<file path="src/rtl/mem_access_unit.sv">
// mem_access_unit: data-memory access unit between EX/MEM and a split-transaction
// SRAM-like bus. Aligns store data/strobes, extends load data, and flags
// misaligned accesses without touching the bus.
module mem_access_unit #(
  parameter int ADDR_W = 32,
  parameter int DATA_W = 32
) (
  input  logic              cpu_clk,
  input  logic              cpu_rstn,
  input  logic              req_valid,
  output logic              req_ready,
  input  logic              is_load,
  input  logic [ADDR_W-1:0] addr,
  input  logic [DATA_W-1:0] wdata,
  input  logic [3:0]        ram_we,
  input  logic [2:0]        ram_ext_op,
  output logic              resp_valid,
  output logic [DATA_W-1:0] rdata,
  output logic              ale,
  output logic              busy,
  output logic              data_req,
  output logic              data_wr,
  output logic [ADDR_W-1:0] data_addr,
  output logic [3:0]        data_wstrb,
  output logic [DATA_W-1:0] data_wdata,
  input  logic              data_addr_ok,
  input  logic              data_data_ok,
  input  logic [DATA_W-1:0] data_rdata
);

  typedef enum logic [1:0] {S_IDLE, S_REQ, S_WAIT} state_t;
  typedef enum logic [1:0] {SZ_NONE, SZ_B, SZ_H, SZ_W} size_t;

  state_t state_q, state_d;

  // Registered outputs
  logic              resp_valid_q, resp_valid_d;
  logic              ale_q, ale_d;
  logic              busy_q, busy_d;
  logic              data_req_q, data_req_d;
  logic              data_wr_q, data_wr_d;
  logic [DATA_W-1:0] rdata_q, rdata_d;
  logic [ADDR_W-1:0] data_addr_q, data_addr_d;
  logic [3:0]        data_wstrb_q, data_wstrb_d;
  logic [DATA_W-1:0] data_wdata_q, data_wdata_d;

  // Request fields needed after acceptance (load extraction)
  logic [1:0] lat_a_q, lat_a_d;
  logic [2:0] lat_ext_q, lat_ext_d;
  logic       lat_ld_q, lat_ld_d;

  logic       accept;
  size_t      req_sz;
  logic       misaligned;
  logic       noop;
  logic [7:0] rd_byte;
  logic [15:0] rd_half;
  logic [DATA_W-1:0] ld_result;

  assign req_ready = (state_q == S_IDLE);
  assign accept    = req_valid & req_ready;

  // Access size: loads decode ext code (5-7 treated as word), stores decode
  // the strobe code; unknown strobe codes collapse to "no access".
  always_comb begin
    req_sz = SZ_NONE;
    if (is_load) begin
      case (ram_ext_op)
        3'd1, 3'd2: req_sz = SZ_B;
        3'd3, 3'd4: req_sz = SZ_H;
        default:    req_sz = SZ_W;
      endcase
    end else begin
      case (ram_we)
        4'b0001: req_sz = SZ_B;
        4'b0011: req_sz = SZ_H;
        4'b1111: req_sz = SZ_W;
        default: req_sz = SZ_NONE;
      endcase
    end
  end

  assign misaligned = ((req_sz == SZ_H) & addr[0]) | ((req_sz == SZ_W) & (addr[1:0] != 2'b00));
  assign noop       = (req_sz == SZ_NONE);

  // Lane select and extension of the returned word, using the latched request
  always_comb begin
    rd_byte = data_rdata[{lat_a_q, 3'b000} +: 8];
    rd_half = lat_a_q[1] ? data_rdata[31:16] : data_rdata[15:0];
    case (lat_ext_q)
      3'd1:    ld_result = {{24{rd_byte[7]}}, rd_byte};
      3'd2:    ld_result = {24'd0, rd_byte};
      3'd3:    ld_result = {{16{rd_half[15]}}, rd_half};
      3'd4:    ld_result = {16'd0, rd_half};
      default: ld_result = data_rdata;
    endcase
  end

  // State register
  always_ff @(posedge cpu_clk) begin
    if (!cpu_rstn) state_q <= S_IDLE;
    else           state_q <= state_d;
  end

  // Next-state logic: only aligned, non-empty requests touch the bus
  always_comb begin
    state_d = state_q;
    case (state_q)
      S_IDLE:  if (accept && !noop && !misaligned) state_d = S_REQ;
      S_REQ:   if (data_addr_ok)                  state_d = S_WAIT;
      S_WAIT:  if (data_data_ok)                  state_d = S_IDLE;
      default:                                    state_d = S_IDLE;
    endcase
  end

  // Output next-state: bus fields are loaded at acceptance and held until done
  always_comb begin
    resp_valid_d = 1'b0;
    ale_d        = 1'b0;
    rdata_d      = '0;
    busy_d       = busy_q;
    data_req_d   = data_req_q;
    data_wr_d    = data_wr_q;
    data_addr_d  = data_addr_q;
    data_wstrb_d = data_wstrb_q;
    data_wdata_d = data_wdata_q;
    lat_a_d      = lat_a_q;
    lat_ext_d    = lat_ext_q;
    lat_ld_d     = lat_ld_q;
    case (state_q)
      S_IDLE: begin
        if (accept) begin
          lat_a_d   = addr[1:0];
          lat_ext_d = ram_ext_op;
          lat_ld_d  = is_load;
          if (noop) begin
            resp_valid_d = 1'b1;
          end else if (misaligned) begin
            resp_valid_d = 1'b1;
            ale_d        = 1'b1;
          end else begin
            data_req_d  = 1'b1;
            busy_d      = 1'b1;
            data_wr_d   = ~is_load;
            data_addr_d = {addr[ADDR_W-1:2], 2'b00};
            if (is_load) begin
              data_wstrb_d = 4'b0000;
              data_wdata_d = '0;
            end else begin
              case (req_sz)
                SZ_B: begin
                  data_wstrb_d = 4'b0001 << addr[1:0];
                  data_wdata_d = {4{wdata[7:0]}};
                end
                SZ_H: begin
                  data_wstrb_d = 4'b0011 << addr[1:0];
                  data_wdata_d = {2{wdata[15:0]}};
                end
                default: begin
                  data_wstrb_d = 4'b1111;
                  data_wdata_d = wdata;
                end
              endcase
            end
          end
        end
      end
      S_REQ: begin
        if (data_addr_ok) data_req_d = 1'b0;
      end
      S_WAIT: begin
        if (data_data_ok) begin
          resp_valid_d = 1'b1;
          busy_d       = 1'b0;
          rdata_d      = lat_ld_q ? ld_result : '0;
        end
      end
      default: ;
    endcase
  end

  // Output and latched-field registers
  always_ff @(posedge cpu_clk) begin
    if (!cpu_rstn) begin
      resp_valid_q <= 1'b0;
      ale_q        <= 1'b0;
      busy_q       <= 1'b0;
      data_req_q   <= 1'b0;
      data_wr_q    <= 1'b0;
      rdata_q      <= '0;
      data_addr_q  <= '0;
      data_wstrb_q <= 4'b0000;
      data_wdata_q <= '0;
      lat_a_q      <= 2'b00;
      lat_ext_q    <= 3'd0;
      lat_ld_q     <= 1'b0;
    end else begin
      resp_valid_q <= resp_valid_d;
      ale_q        <= ale_d;
      busy_q       <= busy_d;
      data_req_q   <= data_req_d;
      data_wr_q    <= data_wr_d;
      rdata_q      <= rdata_d;
      data_addr_q  <= data_addr_d;
      data_wstrb_q <= data_wstrb_d;
      data_wdata_q <= data_wdata_d;
      lat_a_q      <= lat_a_d;
      lat_ext_q    <= lat_ext_d;
      lat_ld_q     <= lat_ld_d;
    end
  end

  assign resp_valid = resp_valid_q;
  assign ale        = ale_q;
  assign busy       = busy_q;
  assign data_req   = data_req_q;
  assign data_wr    = data_wr_q;
  assign rdata      = rdata_q;
  assign data_addr  = data_addr_q;
  assign data_wstrb = data_wstrb_q;
  assign data_wdata = data_wdata_q;

endmodule
</file>
<file path="config.mk">
export PLATFORM = sky130hd
export DESIGN_NAME = mem_access_unit
export DESIGN_NICKNAME = d
export VERILOG_FILES = /design/src/rtl/mem_access_unit.sv
export SDC_FILE = /design/constraint.sdc
export NUM_CORES = 1
export LEC_CHECK = 0
export CELL_PAD_IN_SITES_DETAIL_PLACEMENT = 0
export CELL_PAD_IN_SITES_GLOBAL_PLACEMENT = 2
export CORE_UTILIZATION = 24
export DETAILED_ROUTE_END_ITERATION = 7
export GPL_TIMING_DRIVEN = 0
export PLACE_DENSITY = 0.89
export RECOVER_POWER = 50
export SYNTH_ARGS = -nofsm -noshare
export SYNTH_HDL_FRONTEND = slang
export SYNTH_SLANG_ARGS = --single-unit
</file>
<file path="constraint.sdc">
create_clock -name cpu_clk -period 2.95 [get_ports cpu_clk]
set_clock_uncertainty 0.05 [all_clocks]
set_input_delay 0.4425 -clock cpu_clk [delete_from_list [all_inputs] [get_ports cpu_clk]]
set_output_delay 0.4425 -clock cpu_clk [all_outputs]
set_load 0.005 [all_outputs]
</file>
* Yosys cells after proc, flatten, opt, wreduce, memory -nomap -nowiden
Cells that the tools add are included.
** Word-level totals
- Register bits after elaboration :: 111
** Cells by class
- Bitwise gates (word level) :: 10
- Reductions and logical operators :: 18
- Muxes and demuxes :: 25
- Equal/unequal tests :: 22
- Shifts and indexed selects :: 3
** Operators by type and width (count)
- 32-bit case mux with 4 select lines :: 1
- 32-bit case mux with 2 select lines :: 1
- 32-bit 2-to-1 mux :: 1
- 32-bit by 6-bit indexed part select with 8-bit output :: 1
- 16-bit 2-to-1 mux :: 1
- 3-bit by 2-bit == test with 1-bit output, second input constant :: 4
- 2-bit case mux with 3 select lines :: 2
- 5-bit AND reduction :: 2
- 1-bit 2-to-1 mux :: 9
- 2-bit 2-to-1 mux :: 4
- 2-bit inequality test, second input constant :: 4
- 4-bit case mux with 2 select lines :: 1
- 4-bit AND reduction :: 2
- 2-bit == test, second input constant :: 3
- 3-bit by 1-bit == test with 1-bit output, second input constant :: 2
- 3-bit == test, second input constant :: 2
- 1-bit inverter :: 6
- 1-bit case mux with 2 select lines :: 3
- 2-bit nonzero test :: 3
- 2-bit by 1-bit == test with 1-bit output, second input constant :: 2
- 4-bit by 1-bit == test with 1-bit output, second input constant :: 1
- 4-bit by 2-bit == test with 1-bit output, second input constant :: 1
- 4-bit == test, second input constant :: 1
- 2-bit zero test :: 2
- 13 further kinds :: 19

* Longest topological paths before layout
Gate-level depths: netlist (run 1).
- Word-level depth :: 11
- Mapped depth :: 11
- Depth with buffers taken out :: 9

* Worst setup path before layout (run 1)
OpenSTA, ideal clock, no wires.
- Kind :: input to register
- From :: input port is_load
- To :: register data_wdata_q[24], in the netlist data_wdata[24]
- Setup slack :: 0.606 ns
- Cell stages on the path :: 9
- Arrival time :: 2.193 ns
- Path through :: clkbuf_1 -> o211ai_1 -> o21a_1 -> ha_1 -> clkbuf_1 -> buf_2 -> buf_1 -> a221oi_1 -> o41ai_1
** On the way
- Cells in the longest elaborated chain, start to end :: 6
** RTL lines
- start: declaration :: line 12 : input logic is_load,
- 2-bit 2-to-1 mux :: line 67 : if (is_load) begin
- 2-bit == test, on equally long branches :: line 83, 150
- 1-bit AND :: line 83 : assign misaligned = ((req_sz == SZ_H) & addr[0]) | ((req_sz == SZ_W) & (addr[1:0] != 2'b00));
- 1-bit OR :: line 83
- 1-bit inverter (no source line)
- 4-bit AND reduction (no source line)
- end signal: assignment :: line 206 : data_wdata_q <= data_wdata_d;
- end: declaration :: line 45 : logic [DATA_W-1:0] data_wdata_q, data_wdata_d;
Parallel ways exist; a longest one is shown, timed or not.
A chain may end at the register's enable or synchronous reset.

* Final worst setup path (run 1)
- From :: input port ram_we[2]
- To :: register data_wdata_q[31], in the netlist data_wdata[31]
** On the way
- Cells in the longest elaborated chain, start to end :: 8
** RTL lines
- start: declaration :: line 15 : input logic [3:0] ram_we,
- 4-bit == test (tied with other cells) :: line 74 : case (ram_we)
- 2-bit case mux with 3 select lines * :: line 74
- 2-bit 2-to-1 mux * :: line 67
- 2-bit == test, on equally long branches :: line 83, 150
- 1-bit AND :: line 83
- 1-bit OR :: line 83
- 1-bit inverter (no source line)
- 4-bit AND reduction (no source line)
Mark *: on every way between the ends. The rest lies on a longest branch, timed or not.

==> impl_metrics.toml, run 1 <==
[logic_synthesis]
synth.distinct_cells = 55
synth_top_family_by_area = "compound AO/OA/AOI/OAI gates"
ys_ff_latch = 111
synth_edf_count = 0
synthCells = 606
yosysWarnings = 0
synthSimpleGateAreaFrac = 0.231
yosys_most_used_dff = "dfxtp_1"
synth-async-reset-ratio = 0
synth_compound_area_frac = 0.257
yosysSeqAreaShare = 0.431
synth_xor_area_frac = 0.00824
avgSynthCellArea_um2 = 8.52
synth.area.mux_share = 0.00388
synthAdderAreaFrac = 0.00970
syn_area_mm2 = 0.00516

[status]
status = "complete, no violations"

[cts]
cts_tree = "built"
cts_buffers = 9
htree_levels = 3
cts.sinks = 111
clock_latency_ps = 370
cts_root_buf = "clkbuf_16"
hold_buffers = 0
cts_setup_buffers = 0
clockBufferDepth = 2
cts.clk_slew.worst_paths_ps = 90

[drt]
wl_per_cell_um = 16.7
vias = 5183
ant_nets = 0
drt-pass1-iter-count = 4
drt_iter0_drc = 268
routed_wl_um = 18500
via_per_inst = 4.67
route.detailed.drc = 0

[floorplan]
coreArea_mm2 = 0.0210
ios = 215
die_w_um = 149
rows = 53
die-height_um = 149
initial_core_util = 0.246
die_area_mm2 = 0.0221

[sta]
fmax_ghz = 0.369
period_share = 0.919
fin_tns_setup_ps = 0
finalSetupViolCount = 0
worst_slew_pin_slew_ps = 789
final-max-slew-violation-count = 0
fin_ws_ps = 238
finalHoldViolCount = 0
finalCriticalPeriod_ps = 2710
max_slew_margin = 0.471
grt_setup_unrepaired = "false"

[global_route]
grt_pass1_vias = 5136
grt_pass1_wl_um = 28600
grt_overflow_total = 0
antenna_found_initial = 0
grt_max_degree = 23
grt_use_total = 0.168

[setup_path]
reg2reg_slack_ps = 790
start_kind = "input port"
critPathRequiredTime_ps = 3140
reg2regPathDepth = 6
path_max_fanout = 10
cp_data_arrival_time_ps = 2900
path_class = "input port to flop"
crit_path_end_kind = "flop"

[layout]
final_cell_mix = "nand2_1, dfxtp_1, clkdlybuf4s50_1"
multi_input_area_mm2 = 0.00264
design_area_mm2 = 0.00798
drive_gt1_frac = 0.0731
register_area_mm2 = 0.00222
antenna_cells = 0
utilization = 0.379
nets = 942
final.fill_count = 2173
synthToLayoutAreaGrowth_pct = 54.5
final_common_cell = "nand2_1"

[hold_path]
hold_depth = 2
hold_class = "flop to flop"

[placed_design]
placed_area_mm2 = 0.00763
place_ws_ps = -816
port-buffer-count = 212
dp_hpwl_um = 14100
gp_congestion = 0.811

[power_and_ir_drop]
leakage_nw = 3.17
ir_worst_vdd_mv = 0.286
sequentialPowerShare = 0.422
p_int_mw = 2.66
switchingPower_mw = 1.12
power.total_mw = 3.78
powerDensity_mw_per_mm2 = 474
switching_share = 0.296
clockPowerShare = 0.358
combinationalPowerShare = 0.220

[flow_run]
cap_violations = 0
Yosys cell counts, types with 7 or more instances:
master,number,area (um2)
o41ai_1,7,61.3
nor4_1,11,68.8
nor2b_1,14,87.6
a21oi_1,28,140
a221oi_1,8,70.1
nand2_1,137,514
nand3_1,26,130
a22o_1,8,70.1
a31oi_1,9,56.3
nor3_1,12,60.1
a22oi_1,8,60.1
nor2_1,9,33.8
dfxtp_1,111,2220
nand3b_1,13,97.6
a211o_1,8,70.1
clkbuf_1,26,97.6
buf_2,9,45.0
o21ai_0,9,45.0
buf_4,11,82.6
a21boi_0,62,465
sequential cells by signal (all words and copies together) (netlist names):
register	flops
busy	1
data_wstrb	4
lat_a_q	2
rdata	32
data_addr	30
data_req	1
ale	1
data_wdata	32
state_q	2
lat_ext_q	3
data_wr	1
lat_ld_q	1
resp_valid	1
power by group through the flow:
| stage | clock [mW] | sequential, mW | combinational, mW |
|---|---|---|---|
| final | 1.35 | 1.60 | 0.830 |
| after global routing | 1.47 | 1.61 | 0.911 |
| after CTS | 1.41 | 1.60 | 0.858 |
| after detailed placement | 0 | 1.63 | 0.853 |
| after global placement | 0 | 1.63 | 0.853 |
| after floorplan | 0 | 1.63 | 0.414 |
worst max-delay path, stage by stage:
cell	delay, ps
clkdlybuf4s50_1	500
xnor2_1	130
nand3_1	120
o21ai_1	240
inv_1	110
ha_1	240
nor4b_4	280
nand3_2	150
buf_6	180
clkbuf_1	250
nand3_1	170
o41ai_2	80
what timing repair did:
action | CTS | global route
gates resized for setup | 3 | 9
gates cloned | 0 | 0
endpoints found under the setup margin | 68 | 67
path summary, 6_finish.rpt:
check | from | endpoint
worst max register to register | lat_a_q[1] | rdata[26]
worst max-delay path | ram_we[2] | data_wdata[31]
worst min register to register | data_wstrb[2] | data_wstrb[2]
worst min-delay path | data_wstrb[2] | data_wstrb[2]
layout make-up:
| class | count | share of cell area |
|---|---|---|
| tap | 275 | 0.0431 |
| sequential | 111 | 0.279 |
| multi-input combinational | 437 | 0.331 |
| clock inverter | 7 | 0.0141 |
| buffer | 52 | 0.0359 |
| inverter | 6 | 0.00282 |
| clock buffer | 9 | 0.0282 |
| timing repair buffer | 212 | 0.266 |
layer usage:
metal / vias up / wire (um) / GRT usage
li1: 2604 / - / -
met5: - / 0 / 0
met3: 18 / 1520 / 0.0512
met4: 0 / 267 / 0.0443
met2: 189 / 8720 / 0.288
met1: 2372 / 7990 / 0.202
metrics by stage:
stage | hold WS, ps | instances
3_5_place_dp | 400 | 1094
2_1_floorplan | 394 | 607
6_report | 409 | 1109
4_1_cts | 410 | 1109
5_1_grt | 436 | 1109
3_3_place_gp | 394 | 1094
cells by family after synthesis:
family                     after synthesis
AOI/OAI and AO/OA                      178
xor gates and xnor gates                 4
adders and majority gates                4
buffers and inverters                   59
DFF                                    111
muxes                                    2
other                                    1
and+or+nand+nor                        247
No activity file was read; power rests on OpenSTA's default activity.
==> run 2, diff against run 1 <==
CTS_BUF_LIST = sky130_fd_sc_hd__clkbuf_4 sky130_fd_sc_hd__clkbuf_8   (was not set)
clock period = 2.5 ns   (was 2.95 ns; I/O delays follow)
==> run 2 against run 1 <==
Highest routed layer unchanged. Largest cell class unchanged. Sequential power is 17% higher. Largest power group unchanged. Wire length is 0.35% higher. Core utilization is 0.065 points higher. Sequential share of layout area hardly changed. Via count is 0.83% higher. Worst setup slack worse by 95 ps.
==> impl_metrics.toml, run 2 (synthesis results as in run 1) <==
[sta]
fin_tns_setup_ps = 0
fmax_ghz = 0.424
fin_ws_ps = 142
final-max-slew-violation-count = 0
finalCriticalPeriod_ps = 2360
finalHoldViolCount = 0
finalSetupViolCount = 0
worst_slew_pin_slew_ps = 757
holdWs_ps = 251
max_slew_margin = 0.493
grt_setup_unrepaired = "false"
period_share = 0.943

[setup_path]
crit_family = "buffers and inverters"
reg2regPathDepth = 6
crit_buf_inv = 4
critPathRequiredTime_ps = 2750
crit_path_end_kind = "flop"
reg2reg_from = "lat_a_q[1]"
path_max_fanout = 10
path_class = "input port to flop"
cp_data_arrival_time_ps = 2610
crit_chain = "clkdlybuf4s50_1, nand3_1, o21ai_2, inv_2, ha_2, nor4b_4, nand3_4, buf_8, buf_6, o41ai_2"
cp-startpoint = "ram_we[0]"
start_kind = "input port"
path_depth = 10
critPathMaxStageDelay_ps = 480
r2r-end = "rdata[26]"
crit_path_end = "data_wdata[31]"
slowest_stage = "clkdlybuf4s50_1"
reg2reg_slack_ps = 410

[floorplan]
ios = 215
initial_core_util = 0.246
rows = 53
die-height_um = 149
die_w_um = 149
coreArea_mm2 = 0.0210
die_area_mm2 = 0.0221

[global_route]
grt_max_degree = 23
grt_use_total = 0.168
grt_pass1_wl_um = 28600
grt_pass1_vias = 5128
grt_overflow_total = 0
antenna_found_initial = 0

[power_and_ir_drop]
leakage_nw = 3.22
power.total_mw = 4.15
ir_worst_vdd_mv = 0.253
powerDensity_mw_per_mm2 = 519

[placed_design]
gp_congestion = 0.811
dp_hpwl_um = 14100
port-buffer-count = 212
dp_cells = 1094
place_ws_ps = -1200

[drt]
wl_per_cell_um = 16.7
via_per_inst = 4.70
drt-pass1-iter-count = 5
drt_iter0_drc = 278
vias = 5226
ant_nets = 0
routed_wl_um = 18600
route.detailed.drc = 0

[cts]
cts_root_buf = "clkbuf_8"
cts_tree = "built"
cts.clk_slew.worst_paths_ps = 130
clockBufferDepth = 2
clock_latency_ps = 410
cts_buffers = 9
htree_levels = 3
cts.sinks = 111

[flow_run]
cap_violations = 0

[layout]
synthToLayoutAreaGrowth_pct = 54.8
fin_cells = 1111
nets = 944
final_cell_mix = "nand2_1, dfxtp_1, clkdlybuf4s50_1"
final_common_cell = "nand2_1"
antenna_cells = 0
drive_gt1_frac = 0.0909

[hold_path]
hold_class = "input port to flop"

[status]
status = "complete, no violations"
[run 2: cell types whose count changed in the layout (fill, tap and decap cells not counted), moves of 2 or more]
| cell | previous run | this run |
|---|---|---|
| clkbuf_8 | 0 | 10 |
| clkbuf_16 | 9 | 1 |
| clkbuf_1 | 21 | 15 |
| clkbuf_2 | 3 | 9 |
| a21boi_0 | 62 | 57 |
| a21boi_1 | 3 | 8 |
| clkdlybuf4s50_1 | 109 | 104 |
| buf_4 | 11 | 7 |
| buf_6 | 4 | 8 |
| dlymetal6s2s_1 | 1 | 5 |
| o21ai_2 | 0 | 2 |
[run 2: what timing repair did]
item | in CTS | in global routing
setup endpoints to repair | 71 | 67
pin swaps | 0 | 4
gates cloned | 0 | 1
hold buffers | 0 | 0
resized for setup | 13 | 37
setup buffers | 0 | 1
[run 2: through the flow]
step / util / area [um2]
floorplan: - / 5160
global placement: 0.363 / 7630
detailed placement: 0.363 / 7630
CTS: 0.375 / 7880
global route: 0.380 / 7990
finish: 0.380 / 7990
[run 2: metal layers]
metal  part of all wire  vias up  track usage
li1                   -     2605            -
met1               0.43     2409        0.201
met2               0.47      194        0.289
met3              0.083       18       0.0512
met4              0.014        0       0.0459
met5                  0        -            0
[run 2: worst min path at each step]
stage,endpoint,cells after the start,from
after floorplan,lat_ld_q,2,lat_ld_q
final,lat_ext_q[1],3,ram_ext_op[1]
after global routing,lat_ext_q[1],3,ram_ext_op[1]
after detailed placement,data_wstrb[2],2,data_wstrb[2]
after global placement,data_wstrb[2],2,data_wstrb[2]
after CTS,data_wstrb[2],2,data_wstrb[2]
[run 2: report_power, final]
part	internal [mW]	switching [mW]	leakage, nW
logic	0.502	0.514	2.20
clock network	0.501	0.745	0.115
registers	1.84	0.0397	0.901
total	2.85	1.30	3.22
[run 2: worst min-delay path, stage by stage]
cell	delay [ps]
dlymetal6s2s_1	160
nand2_1	70
a21boi_0	70
[run 2: final cells by class]
type                    instances  area, um2
fillers                      2171      13000
multi-input cells             437       2670
flip-flops and latches        111       2220
repair buffers                214       2170
well taps                     275        344
plain buffers                  52        329
clock buffers                   9        124
clock inverters                 7        113
inverters                       6       22.5
==> run 3, diff against run 2 <==
CORE_MARGIN = 3   (was not set)
SKIP_LAST_GASP = 1   (was not set)
==> run 3 against run 2 <==
Combinational power barely moved. Sequential cell count did not move. Largest power group unchanged. Die area rose by 5.5%. Worst setup slack got worse by 2.5 ps. Critical path depth did not move. Critical path type unchanged.
==> impl_metrics.toml, run 3 (synthesis results as in run 1) <==
[setup_path]
critPathMaxStageDelay_ps = 510
critPathRequiredTime_ps = 2760
crit_path_end_kind = "flop"
path_max_fanout = 10
crit_chain = "clkdlybuf4s50_1, nand3_2, o21ai_2, inv_2, ha_4, nor4b_4, nand3_4, buf_8, buf_6, o41ai_2"
start_kind = "input port"
path_class = "input port to flop"
crit_buf_inv = 4
cp_data_arrival_time_ps = 2620
crit_family = "buffers and inverters"
slowest_stage = "clkdlybuf4s50_1"

[global_route]
grt_overflow_total = 0
grt_pass1_wl_um = 29100
grt_max_degree = 21
grt_pass1_vias = 5265
antenna_found_initial = 1
grt_use_total = 0.156

[power_and_ir_drop]
ir_worst_vdd_mv = 0.249
clockPowerShare = 0.279
sequentialPowerShare = 0.466
combinationalPowerShare = 0.255
switching_share = 0.314
power.total_mw = 4.04
switchingPower_mw = 1.27
powerDensity_mw_per_mm2 = 506
leakage_nw = 3.21
p_int_mw = 2.77

[flow_run]
cap_violations = 0

[drt]
drt-pass1-iter-count = 5
ant_nets = 0
drt_iter0_drc = 233
route.detailed.drc = 0
wl_per_cell_um = 17.1
routed_wl_um = 19000
via_per_inst = 4.73
vias = 5254

[cts]
cts_root_buf = "clkbuf_8"
clockBufferDepth = 2
hold_buffers = 0
cts_setup_buffers = 0
htree_levels = 3
cts_buffers = 9
clock_latency_ps = 390
cts.sinks = 111
cts_tree = "built"
cts.clk_slew.worst_paths_ps = 110

[sta]
period_share = 0.944
grt_setup_unrepaired = "false"
finalHoldViolCount = 0
fmax_ghz = 0.424
fin_tns_setup_ps = 0
finalCriticalPeriod_ps = 2360
worst_slew_pin_slew_ps = 748
max_slew_margin = 0.501
holdWs_ps = 266
finalSetupViolCount = 0
final-max-slew-violation-count = 0

[layout]
final_common_cell = "nand2_1"
drive_gt1_frac = 0.0946
synthToLayoutAreaGrowth_pct = 54.7
design_area_mm2 = 0.00798
final_cell_mix = "nand2_1, dfxtp_1, clkdlybuf4s50_1"
nets = 943

[placed_design]
gp_congestion = 0.851
port-buffer-count = 212
placed_area_mm2 = 0.00763
dp_hpwl_um = 14600

[floorplan]
initial_core_util = 0.245
rows = 53
die_area_mm2 = 0.0233
coreArea_mm2 = 0.0211
die-height_um = 153
die_w_um = 153
ios = 215

[status]
status = "complete, no violations"

[hold_path]
hold_class = "input port to flop"
## run 3: per-stage QoR
| stage | cells | setup WS (ps) | util |
|---|---|---|---|
| after floorplan | 607 | 223 | - |
| after global placement | 1094 | -1210 | 0.362 |
| after detailed placement | 1094 | -1240 | 0.362 |
| after CTS | 1109 | 7.93 | 0.372 |
| after global routing | 1111 | 6.45 | 0.379 |
| final | 1111 | 140 | 0.379 |
## run 3: power groups by stage
| stage | combinational [mW] | sequential [mW] | clock [mW] |
|---|---|---|---|
| after floorplan | 0.489 | 1.93 | 0 |
| after global placement | 1.01 | 1.93 | 0 |
| after detailed placement | 1.01 | 1.93 | 0 |
| after CTS | 1.02 | 1.89 | 1.18 |
| after global routing | 1.13 | 1.89 | 1.23 |
| final | 1.03 | 1.88 | 1.13 |
## run 3: area by class of cell
type                    instances  area [um2]
well taps                     275         344
repair buffers                213        2150
inverters                       6        22.5
fillers                      2190       13100
plain buffers                  52         345
multi-input cells             437        2690
flip-flops and latches        111        2220
clock inverters                 6        62.6
diodes                          1        2.50
clock buffers                  10         138
## run 3: path summary, 6_finish.rpt
kind	startpoint	to	slack (ps)	cells past startpoint
min	ram_ext_op[1]	lat_ext_q[1]	270	3
min reg2reg	data_wdata[15]	data_wdata[15]	410	2
max reg2reg	lat_a_q[1]	rdata[23]	420	6
max	ram_we[0]	data_wdata[29]	140	10
## run 3: worst reg2reg max path, delay by kind of cell (launching register included)
family,cells,cell delay [ps]
AOI/OAI and AO/OA,3,580
buffers and inverters,2,530
DFF,1,380
muxes,1,400
## run 3: routing by layer
metal  vias up  GRT usage  part of all wire
met2       205      0.252              0.45
li1       2604          -                 -
met4         0     0.0441             0.015
met3        19     0.0585             0.091
met1      2426      0.196              0.44
met5         -          0                 0
## run 3: what timing repair did
item | CTS | global route
pin swaps | 0 | 13
hold endpoints to repair | 0 | 0
endpoints found under the setup margin | 71 | 66
cloned | 0 | 1
gates resized for setup | 13 | 62
